## config.mk

```make
export PLATFORM = sky130hd
export DESIGN_NAME = sseg_scan_capture
export DESIGN_NICKNAME = d
export VERILOG_FILES = /design/src/rtl/sseg_scan_capture.sv
export SDC_FILE = /design/constraint.sdc
export NUM_CORES = 1
export LEC_CHECK = 0
export BUFFER_PORTS_ARGS = -buffer_cell sky130_fd_sc_hd__buf_2
export CAP_MARGIN = 5
export CORE_UTILIZATION = 54
export CTS_CLUSTER_SIZE = 8
export DETAILED_ROUTE_END_ITERATION = 8
export PLACE_DENSITY = 0.78
export SLEW_MARGIN = 30
export SYNTH_ARGS = -nofsm -noshare
export SYNTH_HDL_FRONTEND = slang
export SYNTH_SLANG_ARGS = --single-unit
export TNS_END_PERCENT = 20
```

## constraint.sdc

```tcl
create_clock -name clk -period 2.33 [get_ports clk]
set_input_delay 0.466 -clock clk [delete_from_list [all_inputs] [get_ports clk]]
set_output_delay 0.466 -clock clk [all_outputs]
set_load 0.05 [all_outputs]
```

## src/rtl/sseg_scan_capture.sv

```systemverilog
// Seven-segment display bus reader.
// Samples the multiplexed anode/segment lines, waits for each scan slot to hold
// steady for STABLE_CYCLES samples, then decodes the segment pattern back to a
// hex nibble and assembles the full displayed value one digit at a time.
module sseg_scan_capture #(
  parameter int N_DIGITS      = 8,
  parameter int STABLE_CYCLES = 4
) (
  input  logic                  clk,
  input  logic                  reset,
  input  logic [N_DIGITS-1:0]   anodes,
  input  logic [6:0]            seven_seg,
  input  logic                  clear,
  output logic [4*N_DIGITS-1:0] hex_value,
  output logic [N_DIGITS-1:0]   digit_valid,
  output logic                  pattern_error,
  output logic                  frame_done
);

  localparam int SW = N_DIGITS + 7;
  localparam int CW = $clog2(STABLE_CYCLES);
  localparam logic [CW-1:0] C_MAX = CW'(STABLE_CYCLES - 1);
  localparam logic [CW-1:0] C_ARM = CW'(STABLE_CYCLES - 2);

  logic [SW-1:0]       sample_reg;
  logic [CW-1:0]       cnt_reg;
  logic [CW-1:0]       cnt_next;
  logic                accept_reg;
  logic [N_DIGITS-1:0] seen_reg;
  logic [N_DIGITS-1:0] seen_next;
  logic                perr_reg;
  logic                fdone_reg;

  logic [SW-1:0]       in_vec;
  logic                match;
  logic [N_DIGITS-1:0] slot_act;
  logic [6:0]          slot_seg;
  logic                any_on;
  logic                one_hot;
  logic                multi_on;
  logic                seg_ok;
  logic                seg_blank;
  logic [3:0]          seg_code;
  logic                frame_full;

  assign in_vec   = {anodes, seven_seg};
  assign match    = (in_vec == sample_reg);

  // The slot being processed is the one held in the sample register: it is
  // exactly the pattern that armed accept_reg on the previous edge.
  assign slot_act = ~sample_reg[SW-1:7];
  assign slot_seg = sample_reg[6:0];
  assign any_on   = |slot_act;
  assign one_hot  = any_on && ((slot_act & (slot_act - N_DIGITS'(1))) == '0);
  assign multi_on = any_on && !one_hot;

  assign seen_next  = seen_reg | slot_act;
  assign frame_full = (seen_next == '1);

  // Stability counter: counts repeated samples, saturating so a held pattern arms once
  always_comb begin
    cnt_next = '0;
    if (match) begin
      cnt_next = (cnt_reg == C_MAX) ? C_MAX : cnt_reg + CW'(1);
    end
  end

  // Segment pattern (g..a) back to hex code; blank and illegal are flagged separately
  always_comb begin
    seg_ok    = 1'b1;
    seg_blank = 1'b0;
    seg_code  = 4'h0;
    case (slot_seg)
      7'b1000000: seg_code = 4'h0;
      7'b1111001: seg_code = 4'h1;
      7'b0100100: seg_code = 4'h2;
      7'b0110000: seg_code = 4'h3;
      7'b0011001: seg_code = 4'h4;
      7'b0010010: seg_code = 4'h5;
      7'b0000010: seg_code = 4'h6;
      7'b1111000: seg_code = 4'h7;
      7'b0000000: seg_code = 4'h8;
      7'b0010000: seg_code = 4'h9;
      7'b0001000: seg_code = 4'hA;
      7'b0000011: seg_code = 4'hB;
      7'b1000110: seg_code = 4'hC;
      7'b0100001: seg_code = 4'hD;
      7'b0000110: seg_code = 4'hE;
      7'b0001110: seg_code = 4'hF;
      7'b1111111: begin
        seg_ok    = 1'b0;
        seg_blank = 1'b1;
      end
      default: seg_ok = 1'b0;
    endcase
  end

  // Sampling, accept arming, frame tracking and the one-cycle status pulses
  always_ff @(posedge clk) begin
    if (reset) begin
      sample_reg <= '0;
      cnt_reg    <= '0;
      accept_reg <= 1'b0;
      seen_reg   <= '0;
      perr_reg   <= 1'b0;
      fdone_reg  <= 1'b0;
    end else begin
      sample_reg <= in_vec;
      perr_reg   <= 1'b0;
      fdone_reg  <= 1'b0;
      if (clear) begin
        cnt_reg    <= '0;
        accept_reg <= 1'b0;
        seen_reg   <= '0;
      end else begin
        cnt_reg    <= cnt_next;
        accept_reg <= match && (cnt_reg == C_ARM);
        if (accept_reg && one_hot) begin
          if (frame_full) begin
            seen_reg  <= '0;
            fdone_reg <= 1'b1;
          end else begin
            seen_reg <= seen_next;
          end
          if (!seg_ok && !seg_blank) begin
            perr_reg <= 1'b1;
          end
        end
        if (accept_reg && multi_on) begin
          perr_reg <= 1'b1;
        end
      end
    end
  end

  // Per-digit captured nibble and its valid flag
  generate
    for (genvar gi = 0; gi < N_DIGITS; gi++) begin : g_digit
      logic [3:0] nib_reg;
      logic       vld_reg;

      // Update only when this digit is the single enabled anode of an accepted slot
      always_ff @(posedge clk) begin
        if (reset || clear) begin
          nib_reg <= 4'h0;
          vld_reg <= 1'b0;
        end else if (accept_reg && one_hot && slot_act[gi]) begin
          if (seg_ok) begin
            nib_reg <= seg_code;
            vld_reg <= 1'b1;
          end else begin
            vld_reg <= 1'b0;
          end
        end
      end

      assign hex_value[4*gi +: 4] = nib_reg;
      assign digit_valid[gi]      = vld_reg;
    end
  endgenerate

  assign pattern_error = perr_reg;
  assign frame_done    = fdone_reg;

endmodule

```

==> flow_metrics.py <==
metrics = {
    "run_status": {
        "outcome": "finished, final reports clean",
    },
    "finish": {
        "final_common_cell": "dfxtp_1",
        "area_delta_synth_final_pct": 18.20,
        "utilization_pct": 65.83,
        "drive_above_1_share_pct": 29.82,
        "fin_area_mm2": 0.003625,
        "mostFrequentLayoutCells": "62 x dfxtp_1, 59 x buf_2, 30 x nand2_1",
        "largest_register_ffs": 32,
        "n_antenna_cell": 0,
        "layout.cells.non_filler": 461,
        "nets": 403,
        "fill_cells": 495,
    },
    "route": {
        "first_iter_violations": 156,
        "viasPerCell": 5.564,
        "first_pass_iters": 5,
        "via_count": 2565,
        "routedWlPerCell_um": 14.65,
        "antenna_left": 0,
        "totalWireLength_um": 6753,
        "drc_errors": 0,
    },
    "timing": {
        "setup-violations-final": 0,
        "skew_ns": 0.006929,
        "hold_viol_final": 0,
        "fmax_mhz": 468.8,
        "final.setup.tns_ns": 0,
        "grt_setup_unrepaired": "no",
        "slew_headroom_pct": 62.75,
        "period_minus_slack_ns": 2.133,
        "worst_pin_slew_ns": 0.5554,
        "finalCritPeriodShare_pct": 91.55,
        "final_max_slew_viol_count": 0,
        "fin_ws_ns": 0.1968,
        "hold-worst-slack_ns": 0.3598,
    },
    "min_path": {
        "worstHoldEndpoint": "sample_reg[8]",
        "hold_depth": 2,
        "min-delay-start": "anodes[1]",
        "hold_class": "input port to register",
    },
    "synthesis": {
        "avgSynthCellArea_um2": 9.378,
        "netlist_instances": 327,
        "synthMuxAreaShare_pct": 5.916,
        "synth_edf_count": 0,
        "synth_xor_area_share_pct": 4.855,
        "syn_area_mm2": 0.003067,
        "synth_flop_cell": "dfxtp_1",
        "ys_seq_elements": 68,
        "netlist.area_leader.share_pct": 44.39,
        "synth-compound-area-share_pct": 16.32,
        "syn_nets": 345,
        "synth_cell_types": 57,
        "seq_area_frac_synth_pct": 44.39,
        "async_flop_share_pct": 0,
        "synth-simple-area-share_pct": 20.81,
        "synthAdderAreaFrac_pct": 0,
        "synth_area_leaders": "dfxtp_1 44%, mux2i_1 5.5%, xor2_1 4.6%",
        "synth_top_family_by_area": "simple AND/OR/NAND/NOR gates",
        "yosysWarningCount": 0,
        "yosysTopAreaCell": "dfxtp_1",
    },
    "floorplan": {
        "die_h_um": 77.36,
        "rows": 27,
        "dieArea_mm2": 0.005985,
        "io-pin-count": 60,
        "initial_core_util_pct": 55.69,
        "fp.coreArea_mm2": 0.005507,
        "die_w_um": 77.36,
    },
    "critical_path": {
        "arrival_ns": 2.37,
        "crit_chain": "a41oi_1, a311oi_2, nand2_2, nor2_1, a21oi_2, a22o_1",
        "required_ns": 2.57,
        "endpoint_kind": "register",
        "critPathMaxFanout": 11,
        "r2r_slack_ns": 0.20,
        "start_kind": "register",
        "reg2reg_to": "g_digit[3].nib_reg[3]",
        "rr_startpoint": "sample_reg[11]",
        "ff2ff_path_depth": 6,
        "path_class": "register to register",
        "cp_slowest_cell": "dfxtp_2",
        "cpPeakStageDelay_ns": 0.49,
    },
    "clock_network": {
        "clock_latency_ns": 0.34,
        "cts_sinks": 68,
        "path_clk_slew_ns": 0.07,
        "clockBufferDepth": 2,
        "cts_tree": "yes",
        "numCtsBuffers": 9,
        "cts_setup_buffers": 0,
        "root_buffer": "clkbuf_8",
        "cts-htree-levels": 3,
    },
    "placement": {
        "dp_hpwl_um": 4902,
        "placedInstanceArea_mm2": 0.003383,
        "dp.cells": 446,
        "place_ws_ns": 0.02937,
        "finalWeightedCongestion": 0.9139,
        "port_buffers": 59,
    },
    "power": {
        "vdd_drop_max_mv": 0.3921,
        "powerDensity_mw_per_mm2": 678.1,
        "power.leakage_nw": 1.558,
        "totalPowerFinal_mw": 2.458,
    },
    "global_route": {
        "grt_pass1_wl_um": 11180,
        "grt-ovfl-total": 0,
        "antenna_found_initial": 0,
        "grt_max_degree": 18,
        "grt_use_total_pct": 24.20,
        "grt_pass1_vias": 2438,
    },
    "run": {
        "drv_cap": 0,
    },
}
-- area by class of cell --
| type | count | area (um2) | area share, % |
|---|---|---|---|
| Clock buffer | 11 | 151.4 | 4.177 |
| Clock inverter | 4 | 72.57 | 2.002 |
| Inverter | 10 | 37.54 | 1.036 |
| Multi-Input combinational cell | 220 | 1481 | 40.87 |
| Sequential cell | 68 | 1369 | 37.76 |
| Tap cell | 72 | 90.09 | 2.485 |
| Timing Repair Buffer | 76 | 422.9 | 11.67 |
-- synth_stat cells, types with 3 or more instances --
master and number:
nor2b_1 17, mux2i_1 17, nor4_1 7, o22ai_1 7, nand2_2 3, and4_1 3, o21ai_0 7, buf_2 6
nand2b_1 5, a21oi_1 12, nor3_1 7, clkbuf_1 5, a31oi_1 3, nor3b_1 3, nand3_1 7, xor2_1 16
buf_4 13, nor2_1 18, a32o_1 6, buf_6 4, o21a_1 8, and2_1 3, inv_1 10, nand2_1 30
dfxtp_1 68
-- cell families (layout without fill, tap and decap cells) --
| group | after synthesis | count (layout) |
|---|---|---|
| and+or+nand+nor | 118 | 118 |
| muxes | 18 | 18 |
| AOI/OAI and AO/OA | 67 | 67 |
| xor gates and xnor gates | 17 | 17 |
| DFF | 68 | 68 |
| buffers and inverters | 39 | 101 |
-- power breakdown --
part           internal, mW  switching [mW]  leakage, nW  total, mW
Sequential             1.18          0.0393        0.553       1.22
Combinational        0.0739          0.0910        0.893      0.165
Clock                 0.653           0.423        0.111       1.08
-- worst max-delay path: cells and delay by family, from the launching register on --
family / cells / cell delay, ns
DFF: 1 / 0.49
AOI/OAI and AO/OA: 4 / 0.97
and+or+nand+nor: 2 / 0.57
-- worst max path at each step --
stage | start | end | slack, ns | depth (start not counted)
6_report | sample_reg[11] | g_digit[3].nib_reg[3] | 0.20 | 6
3_5_place_dp | sample_reg[3] | g_digit[2].nib_reg[3] | 0.03 | 6
2_1_floorplan | sample_reg[10] | g_digit[2].nib_reg[3] | 0.56 | 8
5_1_grt | sample_reg[4] | g_digit[4].nib_reg[0] | 0.05 | 8
3_3_place_gp | sample_reg[1] | g_digit[2].nib_reg[3] | 0.1 | 6
4_1_cts | sample_reg[11] | g_digit[3].nib_reg[3] | 0.09 | 6
-- routing by layer --
metal / GRT usage (%) / wire, um / up-vias
met5: 0 / 0 / -
met2: 38.85 / 3168 / 81
li1: - / - / 1259
met4: 11.70 / 159 / 0
met3: 6.588 / 414 / 14
met1: 29.90 / 3010 / 1211
-- timing repair --
| action | 4_1_cts | 5_1_grt |
|---|---|---|
| pin swaps | 0 | 0 |
| setup endpoints to repair | 1 | 12 |
| cloned | 0 | 0 |
| hold buffers | 0 | 0 |
| resized for setup | 1 | 7 |
Power figures use the tool's default switching activity.
